$ cat config.mk
export PLATFORM = sky130hd
export DESIGN_NAME = hazard_ctrl
export DESIGN_NICKNAME = d
export VERILOG_FILES = /design/src/rtl/rv32_pkg.sv /design/src/rtl/hz_perf_cnt.sv /design/src/rtl/hazard_ctrl.sv
export SDC_FILE = /design/constraint.sdc
export NUM_CORES = 1
export LEC_CHECK = 0
export ABC_CLOCK_PERIOD_IN_PS = 3700
export CAP_MARGIN = 20
export CORE_ASPECT_RATIO = 0.6
export CORE_MARGIN = 1.5
export CORE_UTILIZATION = 31
export DETAILED_ROUTE_END_ITERATION = 7
export PLACE_DENSITY = 0.92
export SKIP_LAST_GASP = 1
export SLEW_MARGIN = 5
export SYNTH_ARGS = -nofsm -noshare
export SYNTH_HDL_FRONTEND = slang
export SYNTH_SLANG_ARGS = --single-unit
$ cat constraint.sdc
create_clock -name clk -period 3.7 [get_ports clk]
set_clock_uncertainty 0.1 [all_clocks]
set_input_delay 0.37 -clock clk [delete_from_list [all_inputs] [get_ports clk]]
set_output_delay 0.37 -clock clk [all_outputs]
set_load 0.01 [all_outputs]
$ cat src/rtl/rv32_pkg.sv
// Shared RV32I definitions: major opcodes and the hazard controller state type.
package rv32_pkg;

  localparam logic [6:0] OP_LOAD   = 7'b0000011;
  localparam logic [6:0] OP_STORE  = 7'b0100011;
  localparam logic [6:0] OP_RTYPE  = 7'b0110011;
  localparam logic [6:0] OP_BRANCH = 7'b1100011;
  localparam logic [6:0] OP_JAL    = 7'b1101111;
  localparam logic [6:0] OP_JALR   = 7'b1100111;
  localparam logic [6:0] OP_LUI    = 7'b0110111;
  localparam logic [6:0] OP_AUIPC  = 7'b0010111;

  typedef enum logic [1:0] {
    StRun     = 2'd0,
    StMemWait = 2'd1,
    StHalt    = 2'd2
  } hz_state_t;

  // U-type and JAL carry no rs1 field.
  function automatic logic op_uses_rs1(input logic [6:0] op);
    return !(op == OP_LUI || op == OP_AUIPC || op == OP_JAL);
  endfunction

  function automatic logic op_uses_rs2(input logic [6:0] op);
    return (op == OP_RTYPE || op == OP_BRANCH || op == OP_STORE);
  endfunction

  function automatic logic op_is_mem(input logic [6:0] op);
    return (op == OP_LOAD || op == OP_STORE);
  endfunction

endpackage

$ cat src/rtl/hz_perf_cnt.sv
// Saturating event counter with synchronous active-high reset.
module hz_perf_cnt #(
  parameter int unsigned Width = 32
) (
  input  logic             clk,
  input  logic             rst,
  input  logic             inc_i,
  output logic [Width-1:0] count_o
);

  logic [Width-1:0] cnt_q, cnt_d;

  always_comb begin
    cnt_d = cnt_q;
    if (inc_i && (cnt_q != '1)) begin
      cnt_d = cnt_q + 1'b1;
    end
  end

  always_ff @(posedge clk) begin
    if (rst) begin
      cnt_q <= '0;
    end else begin
      cnt_q <= cnt_d;
    end
  end

  assign count_o = cnt_q;

endmodule

$ cat src/rtl/hazard_ctrl.sv
// Pipeline hazard/stall controller: load-use, redirect, dmem wait and timeout halt.
// Performance counters are built only when HAZARD_PERF_CNT_EN is defined.
module hazard_ctrl
  import rv32_pkg::*;
#(
  parameter int unsigned MEM_TIMEOUT = 16,
  parameter int unsigned CNT_W       = 32
) (
  input  logic             clk,
  input  logic             rst,
  input  logic [4:0]       ID_rs1Addr,
  input  logic [4:0]       ID_rs2Addr,
  input  logic [6:0]       ID_opCode,
  input  logic [4:0]       EX_rdAddr,
  input  logic [6:0]       EX_opCode,
  input  logic             EX_reg_W_En,
  input  logic             EX_branchTaken,
  input  logic [6:0]       MEM_opCode,
  input  logic             dmem_ready,
  output logic             dmem_req,
  output logic             PC_En,
  output logic             IF_ID_En,
  output logic             ID_EX_En,
  output logic             EX_MEM_En,
  output logic             MEM_WB_En,
  output logic             IF_ID_Flush,
  output logic             ID_EX_Flush,
  output logic             MEM_WB_Flush,
  output logic             PC_Redirect,
  output logic             mem_err,
  output logic [CNT_W-1:0] stall_cycles,
  output logic [CNT_W-1:0] flush_count
);

  localparam int unsigned WaitW = (MEM_TIMEOUT > 1) ? $clog2(MEM_TIMEOUT) : 1;
  localparam logic [WaitW-1:0] WaitMax = WaitW'(MEM_TIMEOUT - 1);

  hz_state_t        state_q, state_d;
  logic [WaitW-1:0] wait_q, wait_d;
  logic             mem_err_q, mem_err_d;

  logic halt, ms, rd, lu, act_rd, act_lu;

  assign halt     = (state_q == StHalt);
  assign dmem_req = !rst && !halt && op_is_mem(MEM_opCode);
  assign ms       = dmem_req && !dmem_ready;
  assign rd       = EX_branchTaken || (EX_opCode == OP_JAL) || (EX_opCode == OP_JALR);
  assign lu       = (EX_opCode == OP_LOAD) && EX_reg_W_En && (EX_rdAddr != 5'd0) &&
                    (((EX_rdAddr == ID_rs1Addr) && op_uses_rs1(ID_opCode)) ||
                     ((EX_rdAddr == ID_rs2Addr) && op_uses_rs2(ID_opCode)));

  // A memory stall holds any pending redirect/load-use; a redirect flushes the consumer.
  assign act_rd = !rst && !halt && !ms && rd;
  assign act_lu = !rst && !halt && !ms && !rd && lu;

  always_comb begin
    PC_En        = 1'b1;
    IF_ID_En     = 1'b1;
    ID_EX_En     = 1'b1;
    EX_MEM_En    = 1'b1;
    MEM_WB_En    = 1'b1;
    IF_ID_Flush  = 1'b0;
    ID_EX_Flush  = 1'b0;
    MEM_WB_Flush = 1'b0;
    PC_Redirect  = 1'b0;
    if (rst) begin
      PC_En        = 1'b0;
      IF_ID_En     = 1'b0;
      ID_EX_En     = 1'b0;
      EX_MEM_En    = 1'b0;
      MEM_WB_En    = 1'b0;
      IF_ID_Flush  = 1'b1;
      ID_EX_Flush  = 1'b1;
      MEM_WB_Flush = 1'b1;
    end else if (halt) begin
      PC_En        = 1'b0;
      IF_ID_En     = 1'b0;
      ID_EX_En     = 1'b0;
      EX_MEM_En    = 1'b0;
      MEM_WB_En    = 1'b0;
    end else if (ms) begin
      PC_En        = 1'b0;
      IF_ID_En     = 1'b0;
      ID_EX_En     = 1'b0;
      EX_MEM_En    = 1'b0;
      MEM_WB_Flush = 1'b1;
    end else if (act_rd) begin
      PC_Redirect  = 1'b1;
      IF_ID_Flush  = 1'b1;
      ID_EX_Flush  = 1'b1;
    end else if (act_lu) begin
      PC_En        = 1'b0;
      IF_ID_En     = 1'b0;
      ID_EX_Flush  = 1'b1;
    end
  end

  always_comb begin
    state_d = state_q;
    wait_d  = '0;
    unique case (state_q)
      StRun: begin
        if (ms) begin
          state_d = StMemWait;
        end
      end
      StMemWait: begin
        if (dmem_ready) begin
          state_d = StRun;
        end else if (wait_q == WaitMax) begin
          state_d = StHalt;
        end else begin
          wait_d = wait_q + 1'b1;
        end
      end
      StHalt: state_d = StHalt;
      default: state_d = StRun;
    endcase
    mem_err_d = mem_err_q || (state_d == StHalt);
  end

  always_ff @(posedge clk) begin
    if (rst) begin
      state_q   <= StRun;
      wait_q    <= '0;
      mem_err_q <= 1'b0;
    end else begin
      state_q   <= state_d;
      wait_q    <= wait_d;
      mem_err_q <= mem_err_d;
    end
  end

  assign mem_err = mem_err_q && !rst;

`ifdef HAZARD_PERF_CNT_EN
  logic             stall_inc, flush_inc;
  logic [CNT_W-1:0] stall_raw, flush_raw;

  assign stall_inc = ms || act_lu || (halt && !rst);
  assign flush_inc = act_rd;

  hz_perf_cnt #(
    .Width (CNT_W)
  ) u_stall_cnt (
    .clk     (clk),
    .rst     (rst),
    .inc_i   (stall_inc),
    .count_o (stall_raw)
  );

  hz_perf_cnt #(
    .Width (CNT_W)
  ) u_flush_cnt (
    .clk     (clk),
    .rst     (rst),
    .inc_i   (flush_inc),
    .count_o (flush_raw)
  );

  assign stall_cycles = rst ? '0 : stall_raw;
  assign flush_count  = rst ? '0 : flush_raw;
`else
  assign stall_cycles = '0;
  assign flush_count  = '0;
`endif

endmodule

==> flow_summary.rst <==
.. list-table::
   :header-rows: 1

   * - Metric
     - Value
   * - Utilization after layout
     - 43.6%
   * - Synthesis-stage register bit count
     - 7
   * - Number of antenna cells inserted
     - 0
   * - # Post-CTS Setup Buffers
     - 0
   * - Most frequent standard cell in the layout excluding fill and tap cells
     - conb_1
   * - Type of the tightest min-delay check
     - register to register
   * - Residual antenna-violating net count after detailed routing
     - 0
   * - Average vias per placed instance
     - 3.73
   * - Die width
     - 80.3 µm
   * - RSZ-0062 raised after global routing
     - no
   * - Async set-or-reset flop fraction in the synthesized netlist
     - 0%
   * - Final Max Slew Viols
     - 0
   * - Count of TritonRoute iterations in the first routing pass
     - 4
   * - Result of the run
     - finished, final reports clean
   * - Number of cells upsized or downsized after cts
     - 0
   * - PD cells
     - 208 nW/µm²
   * - Clock tree from TritonCTS
     - done
   * - Clock period minus worst slack
     - 2940 ps
   * - Number of hold-slack violations in the final timing report
     - 0
   * - Number of flops mapped to enable cells by yosys
     - 0
   * - Most frequent cells in the layout
     - 64 x conb_1, 50 x clkdlybuf4s50_1, 8 x nor2_1
   * - Worst-case hold slack
     - 346 ps
   * - Setup_tns
     - 0 ps
   * - Most instantiated flip-flop cell in the synthesis netlist
     - dfxtp_1
   * - Maximum vdd ir drop
     - 0.108 mV
   * - Worst path bufs/invs
     - 2
   * - Number of distinct library cells after synthesis
     - 37
   * - Clock Path Buffers
     - 2
   * - Worst-path clk slew
     - 40 ps
   * - DR vias
     - 884
   * - Fraction of final layout cells with drive strength greater than 1
     - 5.73%
   * - Cell at the root of the clock tree
     - clkbuf_8
   * - Skew-Pair Late Insertion Delay
     - 220 ps
   * - Most prevalent standard cell on the critical path
     - clkdlybuf4s50_1
   * - Critical Path End Type
     - output port
   * - Number of global-route vias before repair
     - 773
   * - First-pass GRT wire length
     - 3520 µm
   * - Standard-cell rows
     - 16
   * - Floorplan Core Area
     - 3340 µm²
   * - Starting utilization of the core area
     - 33.3%
   * - Number of buffers inserted during clock tree synthesis
     - 3
   * - Post-DP HPWL
     - 2190 µm
   * - Quantity of I/O buffers inserted on ports
     - 50
   * - CP startpoint kind
     - input pin
   * - Routed len/inst
     - 9.93 µm
   * - Post-Syn Instances
     - 141
   * - Cell with the largest stage delay on the worst path
     - or4_1
   * - Maximum net fanout on the critical path
     - 3
   * - Clock sink count
     - 7
   * - Worst EP arrival
     - 2470 ps
   * - Slowest stage delay, CP
     - 570 ps
   * - Cell Area, Synth
     - 1110 µm²
   * - Setup CP Type
     - input pin to output port
   * - Final worst path period share
     - 79.5%
   * - DRT iter0 DRCs
     - 21
   * - Highest achievable clock rate
     - 340 MHz
   * - Die extent in y
     - 49.4 µm
   * - Filler cells
     - 357
   * - Congestion Overflow GR
     - 0
   * - Nets@finish
     - 235
   * - Critical path data required time
     - 3230 ps
   * - Share of synthesized area occupied by flip-flops and latches
     - 12.6%
   * - Number of hold buffers added after CTS
     - 0
   * - Total setup violations reported at the end of the flow
     - 0
   * - Num ports
     - 116
   * - List of cells traversed by the critical path
     - clkdlybuf4s50_1, or4_1, or2_1, nand4_1, and3_1, clkdlybuf4s50_1
   * - Routability cong.
     - 0.807
   * - Die area
     - 3970 µm²
   * - Final routed DRC violation total
     - 0
   * - Largest net degree at the start of global routing
     - 9
   * - Overall power consumption
     - 0.304 mW
   * - CTS H-tree depth
     - 1
   * - Synth Warn #
     - 0
   * - Leakage power figure
     - 0.674 nW
   * - Slack of the worst reg-to-reg path
     - 2280 ps
   * - Kind of cell adding the most delay to the critical path
     - simple AND/OR/NAND/NOR gates
   * - Overall Global Routing Usage
     - 11.6%
   * - Synthesized area per cell
     - 7.89 µm²
   * - Max cap viols
     - 0
   * - Antenna violations before repair
     - 0
   * - Wire length reported by the detailed router
     - 2350 µm
   * - Synth-to-layout area growth
     - 31.2%
-- cell usage after synthesis, types with 2 or more instances --
master / n / share of area [%]
a21oi_1: 3 / 1.3
o211a_1: 2 / 1.8
xor2_1: 7 / 5.5
buf_4: 66 / 45
nor3_1: 2 / 0.90
xnor2_1: 5 / 3.9
and2_1: 3 / 1.7
dfxtp_1: 7 / 13
nand4_1: 3 / 1.7
inv_1: 2 / 0.68
and3_1: 3 / 1.7
nand2_1: 2 / 0.68
nor4_2: 2 / 2.2
nor2b_1: 3 / 1.7
or2_2: 2 / 1.1
nor2_1: 8 / 2.7
-- cell families (layout without fill, tap and decap cells) --
kind of cell | count (synthesis) | count (layout) | synth area share, %
other | 1 | 64 | 0.337
adders and majority gates | 1 | 1 | 1.12
AOI/OAI and AO/OA | 11 | 11 | 8.44
DFF | 7 | 7 | 12.6
xor gates and xnor gates | 12 | 12 | 9.45
buffers and inverters | 69 | 57 | 45.6
and+or+nand+nor | 40 | 40 | 22.5
-- routing by layer --
| layer | GRT usage (%) | wire length [µm] |
|---|---|---|
| met5 | 0 | 0 |
| met4 | 3.45 | 14 |
| met3 | 2.43 | 138 |
| met2 | 19.5 | 1140 |
| met1 | 14.8 | 1060 |
-- area by class of cell --
cell class              instances  area [µm²]  area share [%]
inverters                       2        7.51           0.515
well taps                      45        56.3            3.86
flip-flops and latches          7         140            9.61
multi-input cells             128         702            48.1
clock buffers                   4        45.0            3.09
repair buffers                 51         508            34.8
-- sequential cells by signal, summed over array words and instances, names as in the netlist --
signal / count
mem_err_q: 1
state_q: 2
wait_q: 4
-- report_power, final --
group          total, mW  leakage, nW  internal (mW)  switching [mW]
clock              0.107       0.0228         0.0745          0.0328
sequential        0.0759       0.0564         0.0758       0.0000752
combinational      0.121        0.595         0.0604          0.0601
-- path summary, 6_finish.rpt --
path	from	end	cells past startpoint
worst max-delay path	EX_rdAddr[1]	PC_En	6
worst min-delay path	wait_q[0]	wait_q[0]	1
worst max register to register	wait_q[0]	mem_err_q	5
worst min register to register	wait_q[0]	wait_q[0]	1
-- stage by stage --
stage / setup WS (ps) / instance area (µm²) / std cells
finish: 757 / 1460 / 237
global route: 698 / 1460 / 237
CTS: 735 / 1460 / 237
detailed placement: 744 / 1410 / 233
global placement: 774 / 1410 / 233
floorplan: 1700 / 1350 / 204
(Power assumes the default switching activity.)
